--- src/rtl/lut_loader_pkg.sv ---
// Shared types and sizing for the runtime-loadable neuron truth-table writer.
package lut_loader_pkg;

  localparam int unsigned IN_BITS_DEF  = 8;
  localparam int unsigned OUT_BITS_DEF = 1;
  localparam int unsigned WORD_W_DEF   = 32;

  localparam int unsigned DEPTH = 2 ** IN_BITS_DEF;
  localparam int unsigned EPW   = WORD_W_DEF / OUT_BITS_DEF;
  localparam int unsigned NW    = DEPTH / EPW;

  localparam logic [1:0] ST_IDLE  = 2'd0;
  localparam logic [1:0] ST_LOAD  = 2'd1;
  localparam logic [1:0] ST_WRITE = 2'd2;
  localparam logic [1:0] ST_READY = 2'd3;

  // Counter width that stays at least one bit for degenerate counts.
  function automatic int unsigned cnt_w(input int unsigned n);
    return (n > 1) ? $clog2(n) : 1;
  endfunction

endpackage

--- src/rtl/lut_ram_sp.sv ---
// Distributed-RAM truth table: one synchronous write port, one asynchronous read port.
module lut_ram_sp
  import lut_loader_pkg::*;
#(
  parameter int unsigned ADDR_W = IN_BITS_DEF,
  parameter int unsigned DATA_W = OUT_BITS_DEF
) (
  input  logic              clk,
  input  logic              we,
  input  logic [ADDR_W-1:0] waddr,
  input  logic [DATA_W-1:0] wdata,
  input  logic [ADDR_W-1:0] raddr,
  output logic [DATA_W-1:0] rdata
);

  (* ram_style = "distributed" *)
  logic [DATA_W-1:0] mem [0:(2**ADDR_W)-1];

  always_ff @(posedge clk) begin
    if (we) mem[waddr] <= wdata;
  end

  assign rdata = mem[raddr];

endmodule

--- src/rtl/lut_table_loader.sv ---
// Unpacks a packed truth-table stream into a LUT RAM and serves registered lookups.
module lut_table_loader
  import lut_loader_pkg::*;
#(
  parameter int unsigned IN_BITS  = IN_BITS_DEF,
  parameter int unsigned OUT_BITS = OUT_BITS_DEF,
  parameter int unsigned WORD_W   = WORD_W_DEF
) (
  input  logic                clk,
  input  logic                rst,
  input  logic                load_start,
  input  logic                cfg_valid,
  output logic                cfg_ready,
  input  logic [WORD_W-1:0]   cfg_data,
  input  logic                cfg_last,
  output logic                busy,
  output logic                done,
  output logic                err,
  output logic                table_vld,
  input  logic                lk_valid,
  input  logic [IN_BITS-1:0]  lk_addr,
  output logic                rd_valid,
  output logic [OUT_BITS-1:0] rd_data
);

  localparam int unsigned LUT_DEPTH = 2 ** IN_BITS;
  localparam int unsigned LUT_EPW   = WORD_W / OUT_BITS;
  localparam int unsigned LUT_NW    = LUT_DEPTH / LUT_EPW;
  localparam int unsigned WC_W      = cnt_w(LUT_NW);
  localparam int unsigned SC_W      = cnt_w(LUT_EPW);

  logic [1:0]          state, state_n;
  logic [WC_W-1:0]     word_cnt;
  logic [SC_W-1:0]     slice_cnt;
  logic [WORD_W-1:0]   shreg;
  logic                last_q;
  logic                accept, wr_en, word_inc, done_n, err_n;
  logic                last_slice, final_word, lk_serve;
  logic [IN_BITS-1:0]  wr_addr;
  logic [OUT_BITS-1:0] ram_rdata;

  assign last_slice = (slice_cnt == SC_W'(LUT_EPW - 1));
  assign final_word = (word_cnt == WC_W'(LUT_NW - 1));
  assign wr_addr    = IN_BITS'(word_cnt) * IN_BITS'(LUT_EPW) + IN_BITS'(slice_cnt);
  assign lk_serve   = (state == ST_READY) && lk_valid && !load_start;

  always_ff @(posedge clk) begin
    if (rst) state <= ST_IDLE;
    else     state <= state_n;
  end

  // load_start overrides every state, including an in-flight handshake or write.
  always_comb begin
    state_n  = state;
    accept   = 1'b0;
    wr_en    = 1'b0;
    word_inc = 1'b0;
    done_n   = 1'b0;
    err_n    = 1'b0;
    if (load_start) begin
      state_n = ST_LOAD;
    end else begin
      case (state)
        ST_IDLE:  state_n = ST_IDLE;
        ST_LOAD: begin
          if (cfg_valid) begin
            accept  = 1'b1;
            state_n = ST_WRITE;
          end
        end
        ST_WRITE: begin
          wr_en = 1'b1;
          if (last_slice) begin
            if (final_word && last_q) begin
              state_n = ST_READY;
              done_n  = 1'b1;
            end else if (!final_word && !last_q) begin
              state_n  = ST_LOAD;
              word_inc = 1'b1;
            end else begin
              state_n = ST_IDLE;
              err_n   = 1'b1;
            end
          end
        end
        ST_READY: state_n = ST_READY;
        default:  state_n = ST_IDLE;
      endcase
    end
  end

  always_ff @(posedge clk) begin
    if (rst) begin
      word_cnt  <= '0;
      slice_cnt <= '0;
      shreg     <= '0;
      last_q    <= 1'b0;
    end else if (load_start) begin
      word_cnt  <= '0;
      slice_cnt <= '0;
    end else if (accept) begin
      shreg     <= cfg_data;
      last_q    <= cfg_last;
      slice_cnt <= '0;
    end else if (wr_en) begin
      shreg     <= shreg >> OUT_BITS;
      slice_cnt <= last_slice ? '0 : slice_cnt + SC_W'(1);
      if (last_slice) word_cnt <= word_inc ? word_cnt + WC_W'(1) : '0;
    end
  end

  // Status outputs track the next state so they line up with the state register.
  always_ff @(posedge clk) begin
    if (rst) begin
      cfg_ready <= 1'b0;
      busy      <= 1'b0;
      done      <= 1'b0;
      err       <= 1'b0;
      table_vld <= 1'b0;
    end else begin
      cfg_ready <= (state_n == ST_LOAD);
      busy      <= (state_n == ST_LOAD) || (state_n == ST_WRITE);
      done      <= done_n;
      err       <= err_n;
      table_vld <= (state_n == ST_READY);
    end
  end

  always_ff @(posedge clk) begin
    if (rst) begin
      rd_valid <= 1'b0;
      rd_data  <= '0;
    end else begin
      rd_valid <= lk_serve;
      if (lk_serve) rd_data <= ram_rdata;
    end
  end

  lut_ram_sp #(
    .ADDR_W(IN_BITS),
    .DATA_W(OUT_BITS)
  ) u_ram (
    .clk   (clk),
    .we    (wr_en),
    .waddr (wr_addr),
    .wdata (shreg[OUT_BITS-1:0]),
    .raddr (lk_addr),
    .rdata (ram_rdata)
  );

endmodule

--- config.mk ---
export PLATFORM = sky130hd
export DESIGN_NAME = lut_table_loader
export DESIGN_NICKNAME = d
export VERILOG_FILES = /design/src/rtl/lut_loader_pkg.sv /design/src/rtl/lut_ram_sp.sv /design/src/rtl/lut_table_loader.sv
export SDC_FILE = /design/constraint.sdc
export NUM_CORES = 1
export LEC_CHECK = 0
export CORE_MARGIN = 1
export CORE_UTILIZATION = 63
export CTS_BUF_LIST = sky130_fd_sc_hd__clkbuf_4 sky130_fd_sc_hd__clkbuf_8
export DETAILED_ROUTE_END_ITERATION = 10
export PLACE_DENSITY = 0.82
export SYNTH_ARGS = -nofsm -noshare
export SYNTH_HDL_FRONTEND = slang
export SYNTH_SLANG_ARGS = --single-unit
export TNS_END_PERCENT = 50
--- constraint.sdc ---
create_clock -name clk -period 5.55 [get_ports clk]
set_input_delay 0.8325 -clock clk [delete_from_list [all_inputs] [get_ports clk]]
set_output_delay 0.8325 -clock clk [all_outputs]
set_load 0.05 [all_outputs]
; ---- After elaboration in Yosys (flattened, before gate mapping)
; Memories as Yosys holds them, arrays and structs flattened. A register that Yosys moved wholly into a read port is not among the register bits.
; Index checks and enable logic that the tools add are counted.
; W data, S select, Z words.
[totals]
regBits = 49
ramBits = 256
input_bits = 46
out_inout_bits = 7
word_cells = 68
mem_count = 1
[mem_list]
columns = name, depth, word_bits, rd, rd_ports_with_merged_regs, write_ports, line
row1 = u_ram.mem, 256, 1, 1, 1, 1, lut_ram_sp.sv:17  ; logic [DATA_W-1:0] mem [0:(2**ADDR_W)-1];
[classes]
addsub = 3
n_eq_ne = 8
muxes = 24
bitwise = 4
reduce_logical = 17
[op_table]
columns = cell, count
row1 = $mux W32, 2
row2 = $mux W1, 15
row3 = $add A8 B5 Y8, 1
row4 = $eq A2 B2 Y1 const B, 4
row5 = $mux W2, 4
row6 = $pmux W2 S4, 1
row7 = $add A5 B1 Y5 const B, 1
row8 = $eq A5 B5 Y1 const B, 1
row9 = $mux W5, 1
row10 = $reduce_or A5 Y1, 1
row11 = $eq A2 B1 Y1 const B, 2
row12 = $logic_and A1 B1 Y1, 4
row13 = $not A1 Y1, 4
row14 = $reduce_and A2 Y1, 2
row15 = $reduce_or A4 Y1, 1
row16 = $add A3 B1 Y3 const B, 1
row17 = $eq A3 B3 Y1 const B, 1
row18 = $logic_not A1 Y1, 3
row19 = $mux W3, 1
row20 = $reduce_and A3 Y1, 1
row21 = $reduce_or A3 Y1, 1
row22 = $logic_not A2 Y1, 1
row23 = $reduce_bool A2 Y1, 1
row24 = $reduce_or A2 Y1, 1
row25 = $logic_or A1 B1 Y1, 1

; ---- Depth between registers and ports, before layout
[depth]
word_depth = 10
mapped_depth = 11

; ---- Cells and area by module
; From an unflattened synthesis, not the netlist that was laid out.
[hier_totals]
cells_unflattened = 1058
hier_area_um2 = 13336.5
[by_module_without_submodules]
columns = mod, instances, cells_each, area_each_um2
row1 = lut_ram_sp, 1, 787, 11108.2
row2 = lut_table_loader, 1, 271, 2228.4

; ---- Worst setup path before layout
; Ideal clock, no wire load.
[synth_timing]
kind = reg-to-reg
startpoint = reg shreg[0]
endpoint = mem u_ram.mem[0] (netlist bit) (data pin)
setup_ns = 0.856
t_arrival_ns = 3.397
setup_slack_ns = 1.297
path_stages_with_launch = 1
period_less_slack_ns = 4.253
cell_sequence = dfxtp_1
[synth_rtl]
columns = item, line
row1 = from (decl), lut_table_loader.sv:35  ; logic [WORD_W-1:0] shreg;
row2 = from (signal assigned), lut_table_loader.sv:102  ; shreg <= cfg_data;
row3 = from (signal assigned), lut_table_loader.sv:106  ; shreg <= shreg >> OUT_BITS;
row4 = to (decl), lut_ram_sp.sv:17
; Straight into the memory's write port.

==> results.py <==
metrics = {
    "drt": {
        "wl_per_cell_um": 21.82,
        "dr_wl_met2_um": 15310,
        "drt_iter0_markers": 1213,
        "wl_um": 30970,
        "via_per_inst": 6.340,
        "drtPass1Iterations": 5,
        "drc": 0,
        "via_count": 8997,
        "wl_met1_um": 11770,
        "route.met3.wl_um": 2887,
        "highest_layer": "met4",
        "ant_nets": 0,
    },
    "min_path": {
        "min_path_type": "reg -> reg",
    },
    "synthesis": {
        "ys_warn_count": 0,
        "synth_edf_count": 256,
        "syn_area_per_cell_um2": 12.49,
        "synth-xor-area-share_pct": 0.1299,
        "synth_top_family_by_area": "simple AND/OR/NAND/NOR gates",
        "yosys.area_share.simple_pct": 15.62,
        "synth-seq-cells": 306,
        "ys_async_sr_fraction_pct": 0,
        "synth-compound-area-share_pct": 4.749,
        "netlist_area_um2": 13490,
        "syn_inst": 1080,
        "syn_nets": 1137,
        "synth_cell_type_count": 48,
        "synth.mux.area_fraction_pct": 10.87,
        "ys_seq_area_share_pct": 64.41,
        "ys.flop_type": "edfxtp_1",
        "synth_fa_ha_area_share_pct": 1.020,
    },
    "clocking": {
        "path_clk_slew_ns": 0.07,
        "cts_tree": "done",
        "cts_setup_buffers": 0,
        "clock-sinks": 306,
        "cts_buffers": 47,
        "ctsHoldBuffers": 0,
        "h-tree-depth": 2,
        "clock_path_buffers": 3,
        "cts_resized": 0,
        "clk_latency_ns": 0.56,
        "cts-root-buf": "clkbuf_8",
    },
    "floorplanning": {
        "fp.coreArea_um2": 21020,
        "rows": 53,
        "io_pins": 53,
        "die-area_um2": 22000,
        "fp.dieH_um": 148.3,
        "initial_core_util_pct": 64.17,
        "die_w_um": 148.3,
    },
    "global_routing": {
        "grt_pass1_vias": 8873,
        "grt_max_degree": 144,
        "antenna_found_initial": 0,
        "grt_util_all_layers_pct": 29.67,
        "grt_first_pass_wirelength_um": 48690,
        "gr-total-overflow": 0,
    },
    "place": {
        "pre_cts_ws_ns": 1.823,
        "dp_hpwl_um": 18390,
        "dp.cells": 1332,
        "port_buffers": 52,
        "place_congestion": 0.8390,
    },
    "critical_path": {
        "end_kind": "flip-flop",
        "crit_type": "in -> reg",
        "crit_arrival_ns": 3.71,
        "startpoint_type": "input port",
        "cp_max_fo": 19,
        "crit_required_ns": 5.98,
    },
    "final_layout": {
        "syn_to_final_growth_pct": 11.47,
        "n_fill_cell": 1351,
        "stdcell_count": 1419,
        "final_common_cell": "nor2_1",
        "final_cell_mix": "308 x nor2_1, 256 x edfxtp_1, 109 x nand2_1",
        "diodes": 0,
        "nets": 1163,
        "drive_gt1_share_pct": 14.16,
    },
    "timing": {
        "fin_setup_tns_ns": 0,
        "min_period_ns": 3.277,
        "relSlewSlack_pct": 16.42,
        "hold_slack_ns": 0.4744,
        "finalHoldViolCount": 0,
        "setup_violations": 0,
        "worst_pin_slew_ns": 1.254,
        "worst_slack_ns": 2.273,
        "clock.fmax_mhz": 305.2,
        "rsz0062_at_grt": "no",
        "drv_slew": 0,
        "min_period_over_period_pct": 59.04,
        "finClkSkew_ns": 0.01557,
    },
    "flow_run": {
        "max-cap-violations": 0,
    },
    "power": {
        "leakagePower_nw": 4.361,
        "p_per_area_nw_per_um2": 308.2,
        "peakVddDrop_v": 0.0001740,
        "total_power_mw": 4.635,
    },
    "run_status": {
        "status": "complete, no violations",
    },
}
==> metrics by stage <==
step,cell area (µm²),utilization (%)
after CTS,15040,71.53
final,15040,71.53
after global routing,15040,71.53
after global placement,14050,66.86
after detailed placement,14050,66.86
after floorplan,13490,-
==> synth_stat cells (7+ instances only) <==
library cell | number | share of area [%]
inv_1 | 12 | 0.33
a311oi_1 | 31 | 2.0
a22oi_1 | 11 | 0.61
nand4_1 | 7 | 0.32
mux4_2 | 58 | 9.7
buf_2 | 11 | 0.41
ha_1 | 11 | 1.0
a21oi_1 | 12 | 0.45
dfxtp_1 | 50 | 7.4
nor2_1 | 308 | 8.6
edfxtp_1 | 256 | 57
clkbuf_1 | 65 | 1.8
nand3_1 | 36 | 1.3
nor2b_1 | 19 | 0.88
nand2_1 | 109 | 3.0
o21ai_0 | 7 | 0.26
==> worst max-delay path, stage by stage <==
cell             delay [ns]
clkdlybuf4s50_1        1.04
nor2_1                 0.37
a221oi_1               0.42
a31oi_1                0.17
o21ai_0                0.38
a211oi_1               0.16
a311o_1                0.32
==> kinds of logic (layout without fill, tap and decap cells) <==
logic type,Yosys count,count (layout)
XOR/XNOR,2,2
multiplexers,70,70
flip-flops,306,306
adder cells (fa/ha/maj),11,11
AO/OA/AOI/OAI,85,85
buffers and inverters,98,162
AND/OR/NAND/NOR,508,508
==> metal layers <==
layer / vias to the layer above / global-route usage (%)
li1: 3968 / -
met1: 4430 / 39.48
met5: - / 0
met2: 507 / 48.50
met3: 92 / 5.951
met4: 0 / 11.75
==> layout make-up <==
cell class	count	area, µm²	share of cell area [%]
sequential	306	8692	57.81
multi-input combinational	676	4378	29.11
clock buffer	73	898.4	5.974
timing repair buffer	63	595.6	3.961
tap	275	344.1	2.288
clock inverter	14	83.83	0.5575
inverter	12	45.04	0.2996
==> report_power, final <==
group	internal, mW	switching (mW)	total (mW)
Sequential	2.49	0.00990	2.50
Combinational	0.0931	0.120	0.213
Clock	1.07	0.846	1.92
==> registers in the layout, indices dropped and copies added (netlist names) <==
name       count
cfg_ready      1
done           1
shreg         32
rd_data        1
last_q         1
table_vld      1
word_cnt       3
u_ram.mem    256
state          2
rd_valid       1
busy           1
slice_cnt      5
err            1
==> path summary, 6_finish.rpt <==
kind / start / endpoint / slack (ns) / depth (start not counted)
worst min register to register: shreg[1] / shreg[0] / 0.47 / 2
worst min-delay path: shreg[1] / shreg[0] / 0.47 / 2
worst max-delay path: lk_addr[3] / rd_data / 2.27 / 7
worst max register to register: state[1] / u_ram.mem[242] / 2.74 / 3
Power figures use the tool's default switching activity.
==> RTL edit 1, RTL diff (same flow settings) <==
`WORD_W_DEF`: 32 -> 16.
--- a/src/rtl/lut_loader_pkg.sv
+++ b/src/rtl/lut_loader_pkg.sv
@@ -3,7 +3,7 @@
 
   localparam int unsigned IN_BITS_DEF  = 8;
   localparam int unsigned OUT_BITS_DEF = 1;
-  localparam int unsigned WORD_W_DEF   = 32;
+  localparam int unsigned WORD_W_DEF   = 16;
 
   localparam int unsigned DEPTH = 2 ** IN_BITS_DEF;
   localparam int unsigned EPW   = WORD_W_DEF / OUT_BITS_DEF;
Interface: changed (resized cfg_data); port bits go from 53 to 37. The function was not compared with the original's and may differ.
==> RTL edit 1 against the unedited design <==
Clock skew down 0.0018 ns. Area after synthesis shrank 5.7%. Total power fell by 8.5%. Worst setup slack worse by 0.014 ns. Sequential cell count down 16. Routed wire length shrank 6.9%. Cell count fell by 9.6%. Cell area decreased by 6.5%.
==> RTL edit 1: results (changes against the unedited design) <==
GLOBAL ROUTE
--------------------------------------------------------------------------------------
Routing usage on met2 ...................................................        46.4%   -2.1 points
Total Routing Usage GR ..................................................        29.0%   -0.69 points
Met1 capacity usage during global routing ...............................        38.5%   -0.99 points
Pin count of the biggest net entering global routing ....................          135   -6.3%
GR Layer Usage met3 .....................................................        6.56%   +0.61 points
Via count of the first global-routing pass ..............................         7771   -12%
Antenna violations before repair ........................................            0   unchanged
Global-route wire length before repair ..................................     43300 um   -11%

LAYOUT
--------------------------------------------------------------------------------------
Filler instances ........................................................         1325   -1.9%
Proportion of layout cells with a drive suffix above 1 ..................        15.5%   +1.4 points
Post-layout net count ...................................................         1025   -12%
Diodes inserted .........................................................            0   unchanged
Registers with the highest flip-flop counts ............................. u_ram.mem (256), shreg (16)

DIE
--------------------------------------------------------------------------------------
Width of the die ........................................................       144 um   -2.8%

STATUS
--------------------------------------------------------------------------------------
Outcome ................................................................. finished clean

ROUTING
--------------------------------------------------------------------------------------
Routed length on met1 ...................................................     11000 um   -6.6%
Drt initial violations ..................................................          976   -20%
Met2 wire length ........................................................     14000 um   -8.7%
Met3 wirelength from detailed routing ...................................      2830 um   -2.1%
Vias per cell ...........................................................         6.32   -0.38%
Routed length per placed instance .......................................      22.5 um   +3.0%
DRT Pass-1 Iters ........................................................            7   +2

SYNTHESIS
--------------------------------------------------------------------------------------
Register area share after synthesis .....................................        65.8%   +1.4 points
Post-synth top cells .................................................... 285 x sky130_fd_sc_hd__nor2_1, 256 x sky130_fd_sc_hd__edfxtp_1, 53 x sky130_fd_sc_hd__clkbuf_1, 53 x sky130_fd_sc_hd__mux4_2, 43 x sky130_fd_sc_hd__nand2_1
Most area-consuming cells after synthesis ............................... sky130_fd_sc_hd__edfxtp_1 60%, sky130_fd_sc_hd__mux4_2 9.4%, sky130_fd_sc_hd__nor2_1 8.4%, sky130_fd_sc_hd__dfxtp_1 5.3%, sky130_fd_sc_hd__mux2i_1 1.6%
Count of warnings emitted by yosys ......................................            0   unchanged

STA
--------------------------------------------------------------------------------------
Worst Clk Skew ..........................................................    0.0138 ns   -0.00177 ns
Slew at the pin closest to its max-slew limit ...........................      1.22 ns   -0.0334 ns

CLOCK TREE
--------------------------------------------------------------------------------------
Number of gates resized after cts .......................................            0   unchanged
Clock buffers created by TritonCTS ......................................           45   -4.3%
Clock tree buffer depth .................................................            3   unchanged
Clock-pin slew of the registers on the worst-case setup and hold paths ..      0.06 ns
Post-CTS Setup Bufs .....................................................            0   unchanged

POWER
--------------------------------------------------------------------------------------
Worst supply voltage drop on vdd ........................................   0.000273 V   +57%
Switching power share of the total ......................................        21.3%   +0.21 points
Leakage power figure ....................................................      4.81 nW   +10%

PLACED DESIGN
--------------------------------------------------------------------------------------
DPL Wire Length .........................................................     17000 um   -7.3%
Number of buffers added on ports ........................................           36   -31%
Weighted congestion reported at the end of routability-driven placement .        0.905   +7.8%

CRITICAL PATH
--------------------------------------------------------------------------------------
CP Data Arrival Time ....................................................      3.74 ns   +0.03 ns
Peak fanout along the critical path .....................................           15   -4
Critical Path End Type ..................................................     register

RTL edit 1: changes by cell type in the layout (fill, tap and decap cells not counted), moves of 16 or more:
cell	delta
sky130_fd_sc_hd__nand2_1	-66
sky130_fd_sc_hd__a311oi_1	-29
sky130_fd_sc_hd__nor2_1	-24
sky130_fd_sc_hd__a21oi_1	+18
sky130_fd_sc_hd__clkdlybuf4s50_1	-17
sky130_fd_sc_hd__dfxtp_1	-16
sky130_fd_sc_hd__mux2i_1	+16
RTL edit 1: logic make-up after synthesis:
| logic type | after synthesis | share of synthesized area (%) |
|---|---|---|
| buf+inv | 84 | 2.74 |
| compound gates | 75 | 3.94 |
| simple gates | 405 | 13.2 |
| xor+xnor | 2 | 0.138 |
| fa+ha+maj | 12 | 1.18 |
| flops | 290 | 65.8 |
| mux | 92 | 13.0 |
RTL edit 1: path summary, 6_finish.rpt:
check	start	end	slack [ns]	depth (start not counted)
min	shreg[6]$_SDFFE_PP0P_	shreg[6]$_SDFFE_PP0P_	0.46	2
max reg2reg	state[1]$_SDFF_PP0_	u_ram.mem[45]$_DFFE_PP_	2.79	5
max	lk_addr[2]	rd_data$_SDFFE_PP0P_	2.26	7
min reg2reg	shreg[6]$_SDFFE_PP0P_	shreg[6]$_SDFFE_PP0P_	0.46	2
RTL edit 1: cell type report:
class / instances / share of cell area, %
multi-input cells: 586 / 28.5
repair buffers: 47 / 3.06
inverters: 13 / 0.347
clock buffers: 65 / 5.56
well taps: 265 / 2.36
clock inverters: 17 / 0.570
flip-flops and latches: 290 / 59.6
RTL edit 1: power by group through the flow:
stage          clock network, mW  logic (mW)  registers (mW)
3_5_place_dp                   0       0.162            2.41
3_3_place_gp                   0       0.159            2.41
4_1_cts                     1.72       0.163            2.37
5_1_grt                     1.81       0.174            2.37
6_report                    1.71       0.163            2.37
2_1_floorplan                  0       0.100            2.42
RTL edit 1: critical path: stages:
cell	delay, ns
sky130_fd_sc_hd__clkdlybuf4s50_1	0.99
sky130_fd_sc_hd__buf_4	0.39
sky130_fd_sc_hd__mux4_2	0.33
sky130_fd_sc_hd__mux2_2	0.27
sky130_fd_sc_hd__a22o_1	0.20
sky130_fd_sc_hd__a2111o_1	0.41
sky130_fd_sc_hd__a311o_1	0.31
RTL edit 1: stage by stage:
stage | std cells | power, mW | hold WS, ns | cell area (um^2) | setup WS [ns]
after floorplan | 960 | 2.52 | 0.436 | 12700 | 1.30
after global placement | 1201 | 2.57 | 0.443 | 13200 | 1.78
after detailed placement | 1201 | 2.58 | 0.449 | 13200 | 1.70
after CTS | 1283 | 4.25 | 0.458 | 14100 | 2.28
after global routing | 1283 | 4.35 | 0.475 | 14100 | 2.16
final | 1283 | 4.24 | 0.455 | 14100 | 2.26
==> RTL edit 2, RTL diff (same flow settings) <==
Without the edit above. Add an input register stage for `cfg_data`, cleared by the reset; this delays it by one clock. The other inputs are not delayed to match.
--- a/src/rtl/lut_table_loader.sv
+++ b/src/rtl/lut_table_loader.sv
@@ -28,6 +28,16 @@
   localparam int unsigned LUT_NW    = LUT_DEPTH / LUT_EPW;
   localparam int unsigned WC_W      = cnt_w(LUT_NW);
   localparam int unsigned SC_W      = cnt_w(LUT_EPW);
+
+  logic [WORD_W-1:0] cfg_data_q;
+
+  always_ff @(posedge clk) begin
+    if (rst) begin
+      cfg_data_q <= '0;
+    end else begin
+      cfg_data_q <= cfg_data;
+    end
+  end
 
   logic [1:0]          state, state_n;
   logic [WC_W-1:0]     word_cnt;
@@ -99,7 +109,7 @@
       word_cnt  <= '0;
       slice_cnt <= '0;
     end else if (accept) begin
-      shreg     <= cfg_data;
+      shreg     <= cfg_data_q;
       last_q    <= cfg_last;
       slice_cnt <= '0;
     end else if (wr_en) begin
Function: same outputs for any inputs over 10 cycles, from zero or initial values and one cycle with rst high; that may be too few to reach the edited logic, so the function may still have changed.
==> RTL edit 2 against the unedited design <==
Worst setup slack got worse by 0.034 ns. Total power rose by 9.9%. Worst hold slack got worse by 0.026 ns. Global-route usage fell by 2.4 points. Die area rose by 6.7%. Combinational power fell by 9.4%. Routed wire length rose by 1.4%. Cell area rose by 6.8%. Non-clock buffer count fell by 1. Sequential cell count rose by 32. Sequential share of layout area rose by 0.33 points. Register-to-register slack got worse by 0.05 ns. Area after synthesis rose by 6.8%.
==> RTL edit 2: results (changes against the unedited design) <==
CRITICAL PATH
--------------------------------------------------------------------------------------
CP Data Arrival Time ....................................................      3.56 ns   -0.15 ns
Path depth of the worst reg2reg path ....................................            4   +1

STATUS
--------------------------------------------------------------------------------------
Outcome ................................................................. finished clean

LAYOUT
--------------------------------------------------------------------------------------
Post-layout net count ...................................................         1217   +4.6%
Registers with the highest flip-flop counts ............................. u_ram.mem (256), cfg_data_q (32), shreg (32)
Proportion of layout cells with a drive suffix above 1 ..................        14.4%   +0.27 points

ROUTING
--------------------------------------------------------------------------------------
Drt initial violations ..................................................         1170   -3.5%
Routed length per placed instance .......................................      21.2 um   -2.7%
Vias per cell ...........................................................         6.27   -1.1%

STA
--------------------------------------------------------------------------------------
Worst Clk Skew ..........................................................    0.0192 ns   +0.00361 ns

SYNTHESIS
--------------------------------------------------------------------------------------
Register area share after synthesis .....................................        64.8%   +0.35 points
Count of cell types in the netlist ......................................           55   +15%
Share of the synthesized netlist area taken by xor and xnor gates .......       0.182%   +0.053 points
Multiplexer share of the synthesized area ...............................        11.2%   +0.32 points

PLACED DESIGN
--------------------------------------------------------------------------------------
Weighted congestion reported at the end of routability-driven placement .        0.831   -0.95%
DPL Wire Length .........................................................     18500 um   +0.70%
Number of placed cells counting well taps ...............................         1385   +4.0%

POWER
--------------------------------------------------------------------------------------
Total internal power ....................................................      4.04 mW   +11%
Worst supply voltage drop on vdd ........................................   0.000255 V   +47%
Leakage power figure ....................................................      4.58 nW   +5.1%

GLOBAL ROUTE
--------------------------------------------------------------------------------------
Via count of the first global-routing pass ..............................         9205   +3.7%
Total Routing Usage GR ..................................................        27.3%   -2.4 points
Global-route wire length before repair ..................................     48900 um   +0.45%
Pin count of the biggest net entering global routing ....................           98   -32%

CLOCK TREE
--------------------------------------------------------------------------------------
Clock buffers created by TritonCTS ......................................           53   +13%

==> RTL edit 2: changes by cell type in the layout (fill, tap and decap cells not counted), sizes merged, moves of 3 or more <==
cell,change
mux2i,+4
a2111oi,-4
nor2,+3
nand3b,+4
dfxtp,+32
clkbuf,+11
nor2b,+27
nand2,-11
a22oi,-6
nand3,-4
mux4,+4
clkinv,-5
==> RTL edit 2: critical path, cell delays in order <==
cell and delay [ns]:
sky130_fd_sc_hd__clkdlybuf4s50_1 0.60, sky130_fd_sc_hd__nor3b_2 0.69, sky130_fd_sc_hd__buf_4 0.30, sky130_fd_sc_hd__nand3_1 0.73, sky130_fd_sc_hd__nor2_1 0.40
==> RTL edit 2: cells by family after synthesis <==
kind of cell               Yosys count
xor gates and xnor gates             3
muxes                               77
buffers and inverters              103
DFF                                338
and+or+nand+nor                    526
adders and majority gates           11
AOI/OAI and AO/OA                   77
==> RTL edit 2: worst paths after layout <==
path	start	end	slack [ns]
setup / recovery	load_start	u_ram.mem[20]$_DFFE_PP_	2.24
hold / removal	cfg_data_q[31]$_SDFF_PP0_	shreg[31]$_SDFFE_PP0P_	0.45
setup reg to reg	state[1]$_SDFF_PP0_	u_ram.mem[20]$_DFFE_PP_	2.69
hold reg to reg	cfg_data_q[31]$_SDFF_PP0_	shreg[31]$_SDFFE_PP0P_	0.45
==> RTL edit 2: metal layers <==
metal | global-route usage (%) | up-vias | share of wire, %
li1 | - | 4129 | -
met1 | 37.8 | 4532 | 40
met2 | 43.6 | 543 | 48
met3 | 5.25 | 69 | 10
met4 | 9.57 | 0 | 2.7
met5 | 0 | - | 0
==> RTL edit 2: power groups by stage <==
stage | registers (mW) | clock network [mW] | logic, mW
2_1_floorplan | 2.79 | 0 | 0.123
4_1_cts | 2.73 | 2.19 | 0.193
3_3_place_gp | 2.78 | 0 | 0.189
6_report | 2.73 | 2.17 | 0.193
3_5_place_dp | 2.78 | 0 | 0.192
5_1_grt | 2.73 | 2.28 | 0.208
==> RTL edit 2: area by class of cell <==
| cell class | count | area [um^2] |
|---|---|---|
| repair buffers | 62 | 578 |
| inverters | 11 | 41.3 |
| clock inverters | 10 | 71.3 |
| multi-input cells | 694 | 4630 |
| clock buffers | 84 | 1050 |
| fillers | 1423 | 6040 |
| flip-flops and latches | 338 | 9330 |
| well taps | 280 | 350 |
==> RTL edit 2: per-stage QoR <==
step                area, um^2  hold slack (ns)  setup WS [ns]
finish                   16100            0.449           2.24
global route             16100            0.486           2.15
CTS                      16100            0.453           2.38
detailed placement       14900            0.445           1.84
global placement         14900            0.425           1.95
floorplan                14400            0.417           1.30
